## config.mk

```make
export PLATFORM = sky130hd
export DESIGN_NAME = wb_stage_flat
export DESIGN_NICKNAME = d
export VERILOG_FILES = /design/src/rtl/riscv_pkg.sv /design/src/rtl/wb_stage_if.sv /design/src/rtl/load_align.sv /design/src/rtl/wb_stage.sv /design/src/flat_wrapper.sv
export SDC_FILE = /design/constraint.sdc
export NUM_CORES = 1
export LEC_CHECK = 0
export CAP_MARGIN = 20
export CORE_MARGIN = 1
export CORE_UTILIZATION = 47
export CTS_BUF_LIST = sky130_fd_sc_hd__clkbuf_16
export DETAILED_ROUTE_END_ITERATION = 10
export PLACE_DENSITY = 0.87
export SLEW_MARGIN = 20
export SYNTH_ARGS = -nofsm -noshare
export SYNTH_HDL_FRONTEND = slang
export SYNTH_SLANG_ARGS = --single-unit
```

## constraint.sdc

```tcl
create_clock -name clk_i -period 4 [get_ports clk_i]
set_input_delay 0.8 -clock clk_i [delete_from_list [all_inputs] [get_ports clk_i]]
set_output_delay 0.8 -clock clk_i [all_outputs]
set_load 0.02 [all_outputs]
```

## src/rtl/riscv_pkg.sv

```systemverilog
`default_nettype none
// ============================================================================
// Module   : riscv_pkg
// Purpose  : Shared ucrv32 constants and types used by the pipeline stages.
// Revision : 1.0 - initial release
// ============================================================================
package riscv_pkg;

  localparam int XLEN = 32;
  localparam int RA_W = 5;

  // Load funct3 encodings
  localparam logic [2:0] F3_LB  = 3'b000;
  localparam logic [2:0] F3_LH  = 3'b001;
  localparam logic [2:0] F3_LW  = 3'b010;
  localparam logic [2:0] F3_LBU = 3'b100;
  localparam logic [2:0] F3_LHU = 3'b101;

  typedef struct packed {
    logic [RA_W-1:0] rd;
    logic [XLEN-1:0] data;
    logic            we;
    logic            err;
  } wb_result_t;

endpackage
`default_nettype wire

```

## src/rtl/wb_stage_if.sv

```systemverilog
`default_nettype none
// ============================================================================
// Module   : wb_stage_if
// Purpose  : ALU/load result handshakes and register-file write/bypass port.
// Revision : 1.0 - initial release
// ============================================================================
interface wb_stage_if;

  logic                          alu_valid_i;
  logic                          alu_ready_o;
  logic [riscv_pkg::RA_W-1:0]    alu_rd_i;
  logic [riscv_pkg::XLEN-1:0]    alu_result_i;

  logic                          ld_valid_i;
  logic                          ld_ready_o;
  logic [riscv_pkg::RA_W-1:0]    ld_rd_i;
  logic [riscv_pkg::XLEN-1:0]    ld_rdata_i;
  logic [1:0]                    ld_addr_lo_i;
  logic [2:0]                    ld_funct3_i;

  logic [riscv_pkg::RA_W-1:0]    rd_addr_o;
  logic [riscv_pkg::XLEN-1:0]    wd_o;
  logic                          we_o;
  logic                          ld_err_o;
  logic [31:0]                   retired_cnt_o;

  // The write-back stage itself
  modport slave (
    input  alu_valid_i, alu_rd_i, alu_result_i,
    input  ld_valid_i, ld_rd_i, ld_rdata_i, ld_addr_lo_i, ld_funct3_i,
    output alu_ready_o, ld_ready_o,
    output rd_addr_o, wd_o, we_o, ld_err_o, retired_cnt_o
  );

  // Producers (ALU, load unit) and consumers (register file, decode bypass)
  modport master (
    output alu_valid_i, alu_rd_i, alu_result_i,
    output ld_valid_i, ld_rd_i, ld_rdata_i, ld_addr_lo_i, ld_funct3_i,
    input  alu_ready_o, ld_ready_o,
    input  rd_addr_o, wd_o, we_o, ld_err_o, retired_cnt_o
  );

endinterface
`default_nettype wire

```

## src/rtl/load_align.sv

```systemverilog
`default_nettype none
// ============================================================================
// Module   : load_align
// Purpose  : Combinational byte/halfword selection, extension and error check.
// Revision : 1.0 - initial release
// ============================================================================
module load_align
  import riscv_pkg::*;
(
  input  logic [XLEN-1:0] rdata,
  input  logic [1:0]      addr_lo,
  input  logic [2:0]      funct3,
  output logic [XLEN-1:0] data,
  output logic            err
);

  logic [7:0]  w_byte;
  logic [15:0] w_half;

  always_comb begin
    w_byte = 8'h00;
    case (addr_lo)
      2'd0:    w_byte = rdata[7:0];
      2'd1:    w_byte = rdata[15:8];
      2'd2:    w_byte = rdata[23:16];
      default: w_byte = rdata[31:24];
    endcase
    w_half = addr_lo[1] ? rdata[31:16] : rdata[15:0];
  end

  always_comb begin
    data = '0;
    err  = 1'b0;
    case (funct3)
      F3_LB:  data = {{(XLEN-8){w_byte[7]}}, w_byte};
      F3_LBU: data = {{(XLEN-8){1'b0}}, w_byte};
      F3_LH: begin
        data = {{(XLEN-16){w_half[15]}}, w_half};
        err  = addr_lo[0];
      end
      F3_LHU: begin
        data = {{(XLEN-16){1'b0}}, w_half};
        err  = addr_lo[0];
      end
      F3_LW: begin
        data = rdata;
        err  = (addr_lo != 2'b00);
      end
      default: err = 1'b1;
    endcase
  end

endmodule
`default_nettype wire

```

## src/rtl/wb_stage.sv

```systemverilog
`default_nettype none
// ============================================================================
// Module   : wb_stage
// Purpose  : Load-priority write-back arbiter driving the register-file port.
// Revision : 1.0 - initial release
// ============================================================================
module wb_stage
  import riscv_pkg::*;
(
  input  logic       clk_i,
  input  logic       rst_i,
  wb_stage_if.slave  bus
);

  logic            w_ld_acc;
  logic            w_alu_acc;
  logic [XLEN-1:0] w_ld_data;
  logic            w_ld_err;
  wb_result_t      w_sel;

  logic [RA_W-1:0] r_rd_addr;
  logic [XLEN-1:0] r_wd;
  logic            r_we;
  logic            r_ld_err;
  logic [31:0]     r_retired_cnt;

  // The load is always the older instruction, so it wins outright
  assign bus.ld_ready_o  = !rst_i;
  assign bus.alu_ready_o = !rst_i && !bus.ld_valid_i;

  assign w_ld_acc  = bus.ld_valid_i && bus.ld_ready_o;
  assign w_alu_acc = bus.alu_valid_i && bus.alu_ready_o;

  load_align u_load_align (
    .rdata   (bus.ld_rdata_i),
    .addr_lo (bus.ld_addr_lo_i),
    .funct3  (bus.ld_funct3_i),
    .data    (w_ld_data),
    .err     (w_ld_err)
  );

  always_comb begin
    w_sel = '0;
    if (w_ld_acc) begin
      w_sel.rd   = bus.ld_rd_i;
      w_sel.data = w_ld_data;
      w_sel.err  = w_ld_err;
      w_sel.we   = !w_ld_err && (bus.ld_rd_i != '0);
    end else if (w_alu_acc) begin
      w_sel.rd   = bus.alu_rd_i;
      w_sel.data = bus.alu_result_i;
      w_sel.we   = (bus.alu_rd_i != '0);
    end
  end

  always_ff @(posedge clk_i) begin
    if (rst_i) begin
      r_rd_addr     <= '0;
      r_wd          <= '0;
      r_we          <= 1'b0;
      r_ld_err      <= 1'b0;
      r_retired_cnt <= '0;
    end else begin
      r_we     <= w_sel.we;
      r_ld_err <= w_sel.err;
      if (w_ld_acc || w_alu_acc) begin
        r_rd_addr     <= w_sel.rd;
        r_wd          <= w_sel.data;
        r_retired_cnt <= r_retired_cnt + 32'd1;
      end
    end
  end

  assign bus.rd_addr_o     = r_rd_addr;
  assign bus.wd_o          = r_wd;
  assign bus.we_o          = r_we;
  assign bus.ld_err_o      = r_ld_err;
  assign bus.retired_cnt_o = r_retired_cnt;

endmodule
`default_nettype wire

```

## src/flat_wrapper.sv

```systemverilog
// flat-port wrapper written by rule: the top's interface ports become plain ports
module wb_stage_flat import riscv_pkg::*;
  (clk_i, rst_i, bus_alu_valid_i, bus_alu_rd_i, bus_alu_result_i, bus_ld_valid_i, bus_ld_rd_i, bus_ld_rdata_i, bus_ld_addr_lo_i, bus_ld_funct3_i, bus_alu_ready_o, bus_ld_ready_o, bus_rd_addr_o, bus_wd_o, bus_we_o, bus_ld_err_o, bus_retired_cnt_o);
  wb_stage_if bus_i ();
  input  logic clk_i;
  input  logic rst_i;
  input wire logic [$bits(bus_i.alu_valid_i)-1:0] bus_alu_valid_i;
  input wire logic [$bits(bus_i.alu_rd_i)-1:0] bus_alu_rd_i;
  input wire logic [$bits(bus_i.alu_result_i)-1:0] bus_alu_result_i;
  input wire logic [$bits(bus_i.ld_valid_i)-1:0] bus_ld_valid_i;
  input wire logic [$bits(bus_i.ld_rd_i)-1:0] bus_ld_rd_i;
  input wire logic [$bits(bus_i.ld_rdata_i)-1:0] bus_ld_rdata_i;
  input wire logic [$bits(bus_i.ld_addr_lo_i)-1:0] bus_ld_addr_lo_i;
  input wire logic [$bits(bus_i.ld_funct3_i)-1:0] bus_ld_funct3_i;
  output wire logic [$bits(bus_i.alu_ready_o)-1:0] bus_alu_ready_o;
  output wire logic [$bits(bus_i.ld_ready_o)-1:0] bus_ld_ready_o;
  output wire logic [$bits(bus_i.rd_addr_o)-1:0] bus_rd_addr_o;
  output wire logic [$bits(bus_i.wd_o)-1:0] bus_wd_o;
  output wire logic [$bits(bus_i.we_o)-1:0] bus_we_o;
  output wire logic [$bits(bus_i.ld_err_o)-1:0] bus_ld_err_o;
  output wire logic [$bits(bus_i.retired_cnt_o)-1:0] bus_retired_cnt_o;
  assign bus_i.alu_valid_i = bus_alu_valid_i;
  assign bus_i.alu_rd_i = bus_alu_rd_i;
  assign bus_i.alu_result_i = bus_alu_result_i;
  assign bus_i.ld_valid_i = bus_ld_valid_i;
  assign bus_i.ld_rd_i = bus_ld_rd_i;
  assign bus_i.ld_rdata_i = bus_ld_rdata_i;
  assign bus_i.ld_addr_lo_i = bus_ld_addr_lo_i;
  assign bus_i.ld_funct3_i = bus_ld_funct3_i;
  assign bus_alu_ready_o = bus_i.alu_ready_o;
  assign bus_ld_ready_o = bus_i.ld_ready_o;
  assign bus_rd_addr_o = bus_i.rd_addr_o;
  assign bus_wd_o = bus_i.wd_o;
  assign bus_we_o = bus_i.we_o;
  assign bus_ld_err_o = bus_i.ld_err_o;
  assign bus_retired_cnt_o = bus_i.retired_cnt_o;
  wb_stage u_core (.clk_i(clk_i), .rst_i(rst_i), .bus(bus_i));
endmodule
```

[Yosys cells after proc, flatten, opt, wreduce, memory -nomap -nowiden]
Cells that the tools add are included.
Word-level totals
  register bits: 71
  output and inout port bits: 73
  word-level logic and storage cells: 35
Cells by class
  add/sub/neg operators: 1
  equal/unequal tests: 6
  muxes and demuxes: 6
  bitwise operators: 1
  reductions and logical operators: 16
Operators with widths (number)
  case mux 32 bit (5 select lines): 1
  2-to-1 mux 38 bit: 2
  adder 32 x 1 -> 32 bit (second input constant): 1
  case mux 8 bit (3 select lines): 1
  2-to-1 mux 16 bit: 1
  nonzero test 5 bit: 2
  equality test 3 bit (second input constant): 2
  OR reduction 2 bit: 3
  logical AND 1 bit: 4
  equality test 3 x 1 -> 1 bit (second input constant): 1
  equality test 3 x 2 -> 1 bit (second input constant): 1
  logical NOT 1 bit: 3
  logical NOT 3 bit: 1
  case mux 1 bit (3 select lines): 1
  equality test 2 x 1 -> 1 bit (second input constant): 1
  equality test 2 bit (second input constant): 1
  logical NOT 2 bit: 1
  nonzero test 2 bit: 1
  logical OR 1 bit: 1
  inverter 1 bit: 1

[Depth between registers and ports, before layout]
Gate-level depths: netlist of the first run.
  word-level depth: 6
  mapped depth: 8
  depth with buffers taken out: 5

[By module]
A second synthesis of the first run with hierarchy kept.
Unflattened totals
  cells, all modules: 468
  area, all modules: 3952.5 sq um
By module, submodules not included
  wb_stage: instances 1, cells each 390, area each 3266.9 sq um, seq. area each 1421.4 sq um
  load_align: instances 1, cells each 78, area each 685.7 sq um, seq. area each 0.0 sq um

[Least setup slack after synthesis of the first run]
Ideal clock, no wire load.
  path kind: input-to-reg
  start point: in bus_alu_valid_i
  end point: reg u_core.r_retired_cnt[30] (netlist: u_core.bus.retired_cnt_o[30])
  setup time: 0.123 ns
  arrival: 2.129 ns
  setup slack: 1.748 ns
  stages on the path: 7
  path buffers: 3
  cell sequence: buf_2 > o21ba_1 > buf_2 > nand3_2 > clkbuf_1 > nor4_1 > mux2_1
Between the ends
  longest elaborated chain between the ends: 2
Ends and longest elaborated chain
  start, declared: line flat_wrapper.sv:7  | input wire logic [$bits(bus_i.alu_valid_i)-1:0] bus_alu_valid_i;
  logical AND 1 bit: line wb_stage.sv:32  | assign w_alu_acc = bus.alu_valid_i && bus.alu_ready_o;
  logical OR 1 bit: line wb_stage.sv:66  | if (w_ld_acc || w_alu_acc) begin
  end signal, assigned: line wb_stage.sv:69  | r_retired_cnt <= r_retired_cnt + 32'd1;
  end, declared: line wb_stage.sv:25  | logic [31:0] r_retired_cnt;
No other way between the ends.
A chain may end at the register's enable or synchronous reset.

[Worst setup path in the final report of the first run]
  start point: in bus_ld_valid_i
  end point: out bus_alu_ready_o
Between the ends
  longest elaborated chain between the ends: 2
Ends and longest elaborated chain
  start, declared: line flat_wrapper.sv:10  | input wire logic [$bits(bus_i.ld_valid_i)-1:0] bus_ld_valid_i;
  logical NOT 1 bit: line wb_stage.sv:29  | assign bus.alu_ready_o = !rst_i && !bus.ld_valid_i;
  logical AND 1 bit: line wb_stage.sv:29
  end, declared: line flat_wrapper.sv:15  | output wire logic [$bits(bus_i.alu_ready_o)-1:0] bus_alu_ready_o;
No other way between the ends.

==> impl_metrics.py, run 1 <==
metrics = {
    "timing": {
        "relSlewSlack_pct": 39.0,
        "tightestPinTransition_ns": 0.908,
        "finalSetupTns_ns": 0,
        "drv_slew": 0,
        "rsz0062_at_grt": "false",
        "clock_skew_ns": 0.00584,
        "setup_violations": 0,
        "period_needed_ns": 3.15,
        "whs_ns": 0.494,
        "fin_crit_sh_pct": 78.8,
        "hold_violations": 0,
        "max_freq_mhz": 317,
    },
    "grt": {
        "grt_max_degree": 59,
        "grt_remaining_overflow": 0,
        "grt.total_usage_pct": 30.8,
        "grt_pass1_wl_um": 20300,
        "grt_pass1_vias": 4071,
        "antenna_found_initial": 0,
    },
    "worst_setup_path": {
        "critPathRequiredTime_ns": 3.20,
        "critPathLaunchType": "primary input",
        "r2r_cells": 4,
        "crit_arrival_ns": 2.35,
        "crit_chain": "clkdlybuf4s50_1, or2_1, inv_2, clkdlybuf4s50_1",
        "worstSetupPathType": "primary input to output pin",
        "slowest_delay_ns": 0.60,
        "critical-path-slowest-cell": "clkdlybuf4s50_1",
        "path_max_fanout": 8,
        "endpoint_kind": "output pin",
        "worst_path_most_repeated_cell": "clkdlybuf4s50_1",
    },
    "yosys": {
        "synth_area_um2": 3870,
        "synth-seq-cells": 71,
        "ys.flop_type": "dfxtp_1",
        "syn_nets": 522,
        "yosysSeqAreaShare_pct": 36.8,
        "syn_area_per_cell_um2": 8.83,
        "synthArstFlopShare_pct": 0,
        "synth_edf_count": 0,
        "ys_types": 47,
        "syn-instance-count": 438,
        "yosysWarnings": 0,
    },
    "floorplanning": {
        "die_w_um": 92.7,
        "boundaryPins": 156,
        "coreArea_um2": 7850,
        "initial_core_util_pct": 49.3,
        "rows": 32,
        "dieHeight_um": 92.7,
        "die-area_um2": 8600,
    },
    "min_path": {
        "holdPathStages": 2,
        "min_path_type": "flip-flop to flip-flop",
    },
    "clock_tree": {
        "htree_levels": 3,
        "clk_path_buf_depth": 2,
        "clk_pin_slew_ns": 0.06,
        "cts_tree": "yes",
        "cts.sinks": 71,
        "hold_buffers": 0,
        "root_buffer": "clkbuf_16",
        "cts_resized": 0,
        "post_cts_buffers": 0,
        "clock_latency_ns": 0.33,
        "numCtsBuffers": 9,
    },
    "power_and_ir_drop": {
        "irDropWorstVdd_uv": 219,
        "p_leak_nw": 1.99,
        "p_switching_uw": 484,
        "p_comb_share_pct": 16.9,
        "seqPwrFrac_pct": 37.6,
        "power_density_nw_per_um2": 347,
        "swShare_pct": 24.2,
        "power_frac_clock_pct": 45.5,
        "internal_power_mw": 1.52,
    },
    "job": {
        "maxCapViolCount": 0,
    },
    "drt": {
        "via_per_inst": 6.11,
        "drt_first_pass_iters": 5,
        "drt_iter0_drc": 206,
        "drcViolationCount": 0,
        "vias": 4158,
        "antenna_left": 0,
        "post_drt_wl_per_cell_um": 19.0,
        "drt-total-wl_um": 12900,
    },
    "status": {
        "status": "finished, final reports clean",
    },
    "layout": {
        "seq_area_um2": 1420,
        "fill_cells": 592,
        "layout_common_cells": "clkdlybuf4s50_1, dfxtp_1, nand2_1",
        "antennaDiodeCount": 0,
        "drive_gt1_share_pct": 9.33,
        "multiInputGateArea_um2": 2260,
        "syn_to_final_growth_pct": 49.1,
        "nets": 658,
        "layout_commonest_cell": "clkdlybuf4s50_1",
    },
    "placement": {
        "hpwl_um": 9300,
        "gp_congestion": 0.880,
        "portBuffers": 155,
    },
}
-- layer usage --
metal	up-vias	track usage, %	share of wire [%]	routed length [um]
li1	1909	-	-	-
met1	1970	35.5	39	5010
met2	239	52.7	49	6290
met3	40	8.54	9.2	1190
met4	0	14.2	3.5	459
met5	-	0	0	0
-- final cells by class --
cell class | instances | share of cell area, %
multi-input combinational | 323 | 39.2
tap | 102 | 2.21
clock buffer | 9 | 3.91
timing repair buffer | 160 | 27.5
clock inverter | 7 | 1.95
inverter | 9 | 0.586
sequential | 71 | 24.7
-- worst max-delay path: cells and delay by family --
kind	cells	cell delay [ns]
buffers and inverters	3	1.14
AND/OR/NAND/NOR	1	0.40
-- through the flow --
step	util (%)	setup WS [ns]	area, um^2	total power [mW]	std cells
after CTS	73.5	0.842	5770	2.00	681
after global placement	69.2	0.755	5430	1.09	665
after floorplan	-	1.75	3870	0.923	438
after detailed placement	69.2	0.662	5430	1.10	665
after global routing	73.5	0.771	5770	2.06	681
final	73.5	0.849	5770	2.00	681
-- synth_stat cells, types with 2 or more instances --
master	instances	area [um^2]
inv_1	6	22.5
a41oi_2	9	146
or4_1	14	105
mux4_2	7	158
dfxtp_1	71	1420
mux2_2	9	101
nand3_1	23	115
nand2_1	55	206
and3_1	3	18.8
nor2_1	30	113
nor2b_1	13	81.3
xor2_1	7	61.3
and2_1	4	25.0
nand2b_1	2	12.5
a221oi_1	8	70.1
a31oi_1	7	43.8
nor4_1	10	62.6
mux2i_1	16	160
a41oi_1	6	52.6
inv_2	2	7.51
nand4_1	10	62.6
mux2_1	9	101
o21ai_1	3	15.0
buf_2	10	50.1
or3_1	4	25.0
a21oi_1	24	120
o31ai_1	11	82.6
buf_1	8	30.0
and4_1	5	43.8
clkbuf_1	16	60.1
o21ai_0	13	65.1
o22ai_1	8	50.1
-- logic make-up (layout without fill, tap and decap cells) --
group,after synthesis,after routing,share of synthesized area (%)
simple gates,179,179,24.5
buf+inv,44,185,4.79
flops,71,71,36.8
mux,42,42,14.1
compound gates,94,94,17.9
fa+ha+maj,1,1,0.323
xor+xnor,7,7,1.59
-- path summary, 6_finish.rpt --
kind                                              from                                   endpoint  slack [ns]
max                                     bus_ld_valid_i                            bus_alu_ready_o        0.85
min          u_core.bus.retired_cnt_o[31]$_SDFFE_PP0P_  u_core.bus.retired_cnt_o[31]$_SDFFE_PP0P_        0.49
max reg2reg   u_core.bus.retired_cnt_o[3]$_SDFFE_PP0P_  u_core.bus.retired_cnt_o[21]$_SDFFE_PP0P_        1.91
min reg2reg  u_core.bus.retired_cnt_o[31]$_SDFFE_PP0P_  u_core.bus.retired_cnt_o[31]$_SDFFE_PP0P_        0.49
-- power by group through the flow --
stage	Sequential (mW)	Combinational, mW	Clock (mW)
after floorplan	0.795	0.128	0
after global placement	0.767	0.328	0
after detailed placement	0.766	0.333	0
after CTS	0.752	0.337	0.913
after global routing	0.756	0.357	0.948
final	0.753	0.338	0.912
-- registers in the layout, indices dropped and copies added (netlist names) --
name,count
u_core.bus.retired_cnt_o,32
u_core.bus.rd_addr_o,5
u_core.bus.we_o,1
u_core.bus.wd_o,32
u_core.bus.ld_err_o,1
No activity file was read; power rests on OpenSTA's default activity.
==> run 2, diff against run 1 <==
--- a/config.mk
+++ b/config.mk
@@ -7,10 +7,10 @@
 export LEC_CHECK = 0
 export CAP_MARGIN = 20
 export CORE_MARGIN = 1
-export CORE_UTILIZATION = 47
+export CORE_UTILIZATION = 39
 export CTS_BUF_LIST = sky130_fd_sc_hd__clkbuf_16
 export DETAILED_ROUTE_END_ITERATION = 10
-export PLACE_DENSITY = 0.87
+export PLACE_DENSITY = 0.77
 export SLEW_MARGIN = 20
 export SYNTH_ARGS = -nofsm -noshare
 export SYNTH_HDL_FRONTEND = slang
==> constraint.sdc (replaced) <==
create_clock -name clk_i -period 2.7 [get_ports clk_i]
set_input_delay 0.54 -clock clk_i [delete_from_list [all_inputs] [get_ports clk_i]]
set_output_delay 0.54 -clock clk_i [all_outputs]
set_load 0.02 [all_outputs]
==> impl_metrics.py, run 2 (synthesis gave the netlist of run 1 again) <==
metrics = {
    "status": {
        "status": "finished, final reports clean",
    },
    "worst_setup_path": {
        "crit_chain": "clkdlybuf4s50_1, or2_1, inv_2, clkdlybuf4s50_1",
        "worstSetupPathType": "primary input to output pin",
        "critPathRequiredTime_ns": 2.16,
        "cp_num_buf_inv": 3,
        "endpoint_kind": "output pin",
        "slowest_delay_ns": 0.61,
        "crit_arrival_ns": 2.08,
        "worst_path_most_repeated_cell": "clkdlybuf4s50_1",
        "critical-path-slowest-cell": "clkdlybuf4s50_1",
        "critPathLaunchType": "primary input",
        "path_max_fanout": 5,
        "crit_family": "buffers and inverters",
    },
    "min_path": {
        "min_path_type": "flip-flop to flip-flop",
    },
    "clock_tree": {
        "cts_resized": 0,
        "cts_tree": "yes",
        "clock_latency_ns": 0.33,
        "hold_buffers": 0,
        "clk_path_buf_depth": 2,
        "htree_levels": 3,
        "cts.sinks": 71,
        "numCtsBuffers": 9,
        "root_buffer": "clkbuf_16",
        "clk_pin_slew_ns": 0.06,
        "post_cts_buffers": 0,
    },
    "floorplanning": {
        "boundaryPins": 156,
        "rows": 35,
        "dieHeight_um": 102,
        "die-area_um2": 10300,
        "coreArea_um2": 9420,
        "initial_core_util_pct": 41.1,
        "die_w_um": 102,
    },
    "layout": {
        "antennaDiodeCount": 0,
        "layout_commonest_cell": "clkdlybuf4s50_1",
        "nets": 671,
        "drive_gt1_share_pct": 11.1,
        "fill_cells": 798,
        "layout_common_cells": "clkdlybuf4s50_1, dfxtp_1, nand2_1",
        "seq_area_um2": 1420,
        "syn_to_final_growth_pct": 52.8,
        "multiInputGateArea_um2": 2260,
        "finalInstanceArea_um2": 5910,
    },
    "drt": {
        "wl_met2_um": 5870,
        "drt-total-wl_um": 12600,
        "dr.max_layer_used": "met4",
        "dr_wl_met3_um": 1020,
        "post_drt_wl_per_cell_um": 17.5,
        "drcViolationCount": 0,
        "drt_first_pass_iters": 5,
        "antenna_left": 0,
        "drt_iter0_drc": 295,
        "wl_met1_um": 5410,
        "vias": 4144,
        "via_per_inst": 5.75,
    },
    "grt": {
        "grt_max_degree": 46,
        "grt_pass1_wl_um": 19900,
        "grt.total_usage_pct": 24.6,
        "grt_remaining_overflow": 0,
        "antenna_found_initial": 0,
        "grt_pass1_vias": 4081,
    },
    "placement": {
        "hpwl_um": 9430,
        "portBuffers": 155,
        "gp_congestion": 0.958,
        "postPlaceCellArea_um2": 5570,
    },
    "timing": {
        "relSlewSlack_pct": 52.8,
        "max_freq_mhz": 382,
        "fin_crit_sh_pct": 96.9,
        "finalSetupTns_ns": 0,
        "setup_violations": 0,
        "hold_violations": 0,
        "drv_slew": 0,
        "period_needed_ns": 2.62,
        "whs_ns": 0.491,
        "tightestPinTransition_ns": 0.705,
        "rsz0062_at_grt": "false",
        "clock_skew_ns": 0.00735,
    },
    "job": {
        "maxCapViolCount": 0,
    },
    "power_and_ir_drop": {
        "p_leak_nw": 2.04,
        "fin_total_pwr_mw": 2.97,
        "power_density_nw_per_um2": 503,
        "irDropWorstVdd_uv": 323,
    },
}
-- run 2: final cells by class --
| cell class | instances | share of cell area, % |
|---|---|---|
| multi-input cells | 323 | 38.3 |
| repair buffers | 173 | 28.7 |
| flip-flops and latches | 71 | 24.1 |
| clock buffers | 9 | 3.81 |
| well taps | 129 | 2.73 |
| clock inverters | 7 | 1.88 |
| inverters | 9 | 0.572 |
-- run 2: stage by stage --
step           setup WS (ns)  util [%]  instances
2_1_floorplan          0.708         -        438
3_3_place_gp          0.0835      59.2        705
3_5_place_dp          0.0835      59.2        705
4_1_cts               0.0786      62.8        721
5_1_grt               0.0383      62.8        721
6_report              0.0833      62.8        721
-- run 2: per-layer routing --
metal	vias to the layer above	global-route usage (%)
met2	200	40.4
met5	-	0
met3	35	4.83
li1	1942	-
met4	0	11.3
met1	1967	31.2
-- run 2: final timing paths --
kind | start | to | slack, ns | cells past startpoint
max reg2reg | u_core.bus.retired_cnt_o[3]$_SDFFE_PP0P_ | u_core.bus.retired_cnt_o[21]$_SDFFE_PP0P_ | 0.62 | 4
min | u_core.bus.retired_cnt_o[31]$_SDFFE_PP0P_ | u_core.bus.retired_cnt_o[31]$_SDFFE_PP0P_ | 0.49 | 1
max | bus_ld_valid_i | bus_alu_ready_o | 0.08 | 4
min reg2reg | u_core.bus.retired_cnt_o[31]$_SDFFE_PP0P_ | u_core.bus.retired_cnt_o[31]$_SDFFE_PP0P_ | 0.49 | 1
-- run 2: power breakdown --
part           total, mW  internal, mW  switching, mW  leakage (nW)
sequential          1.11          1.09         0.0243         0.578
clock               1.35         0.896          0.451         0.164
combinational      0.513         0.274          0.238          1.30
-- run 2: worst register-to-register path, delay by kind of cell (launching register included) --
family           cells  cell delay, ns
DFF                  1            0.42
muxes                1            0.37
and+or+nand+nor      3            1.17
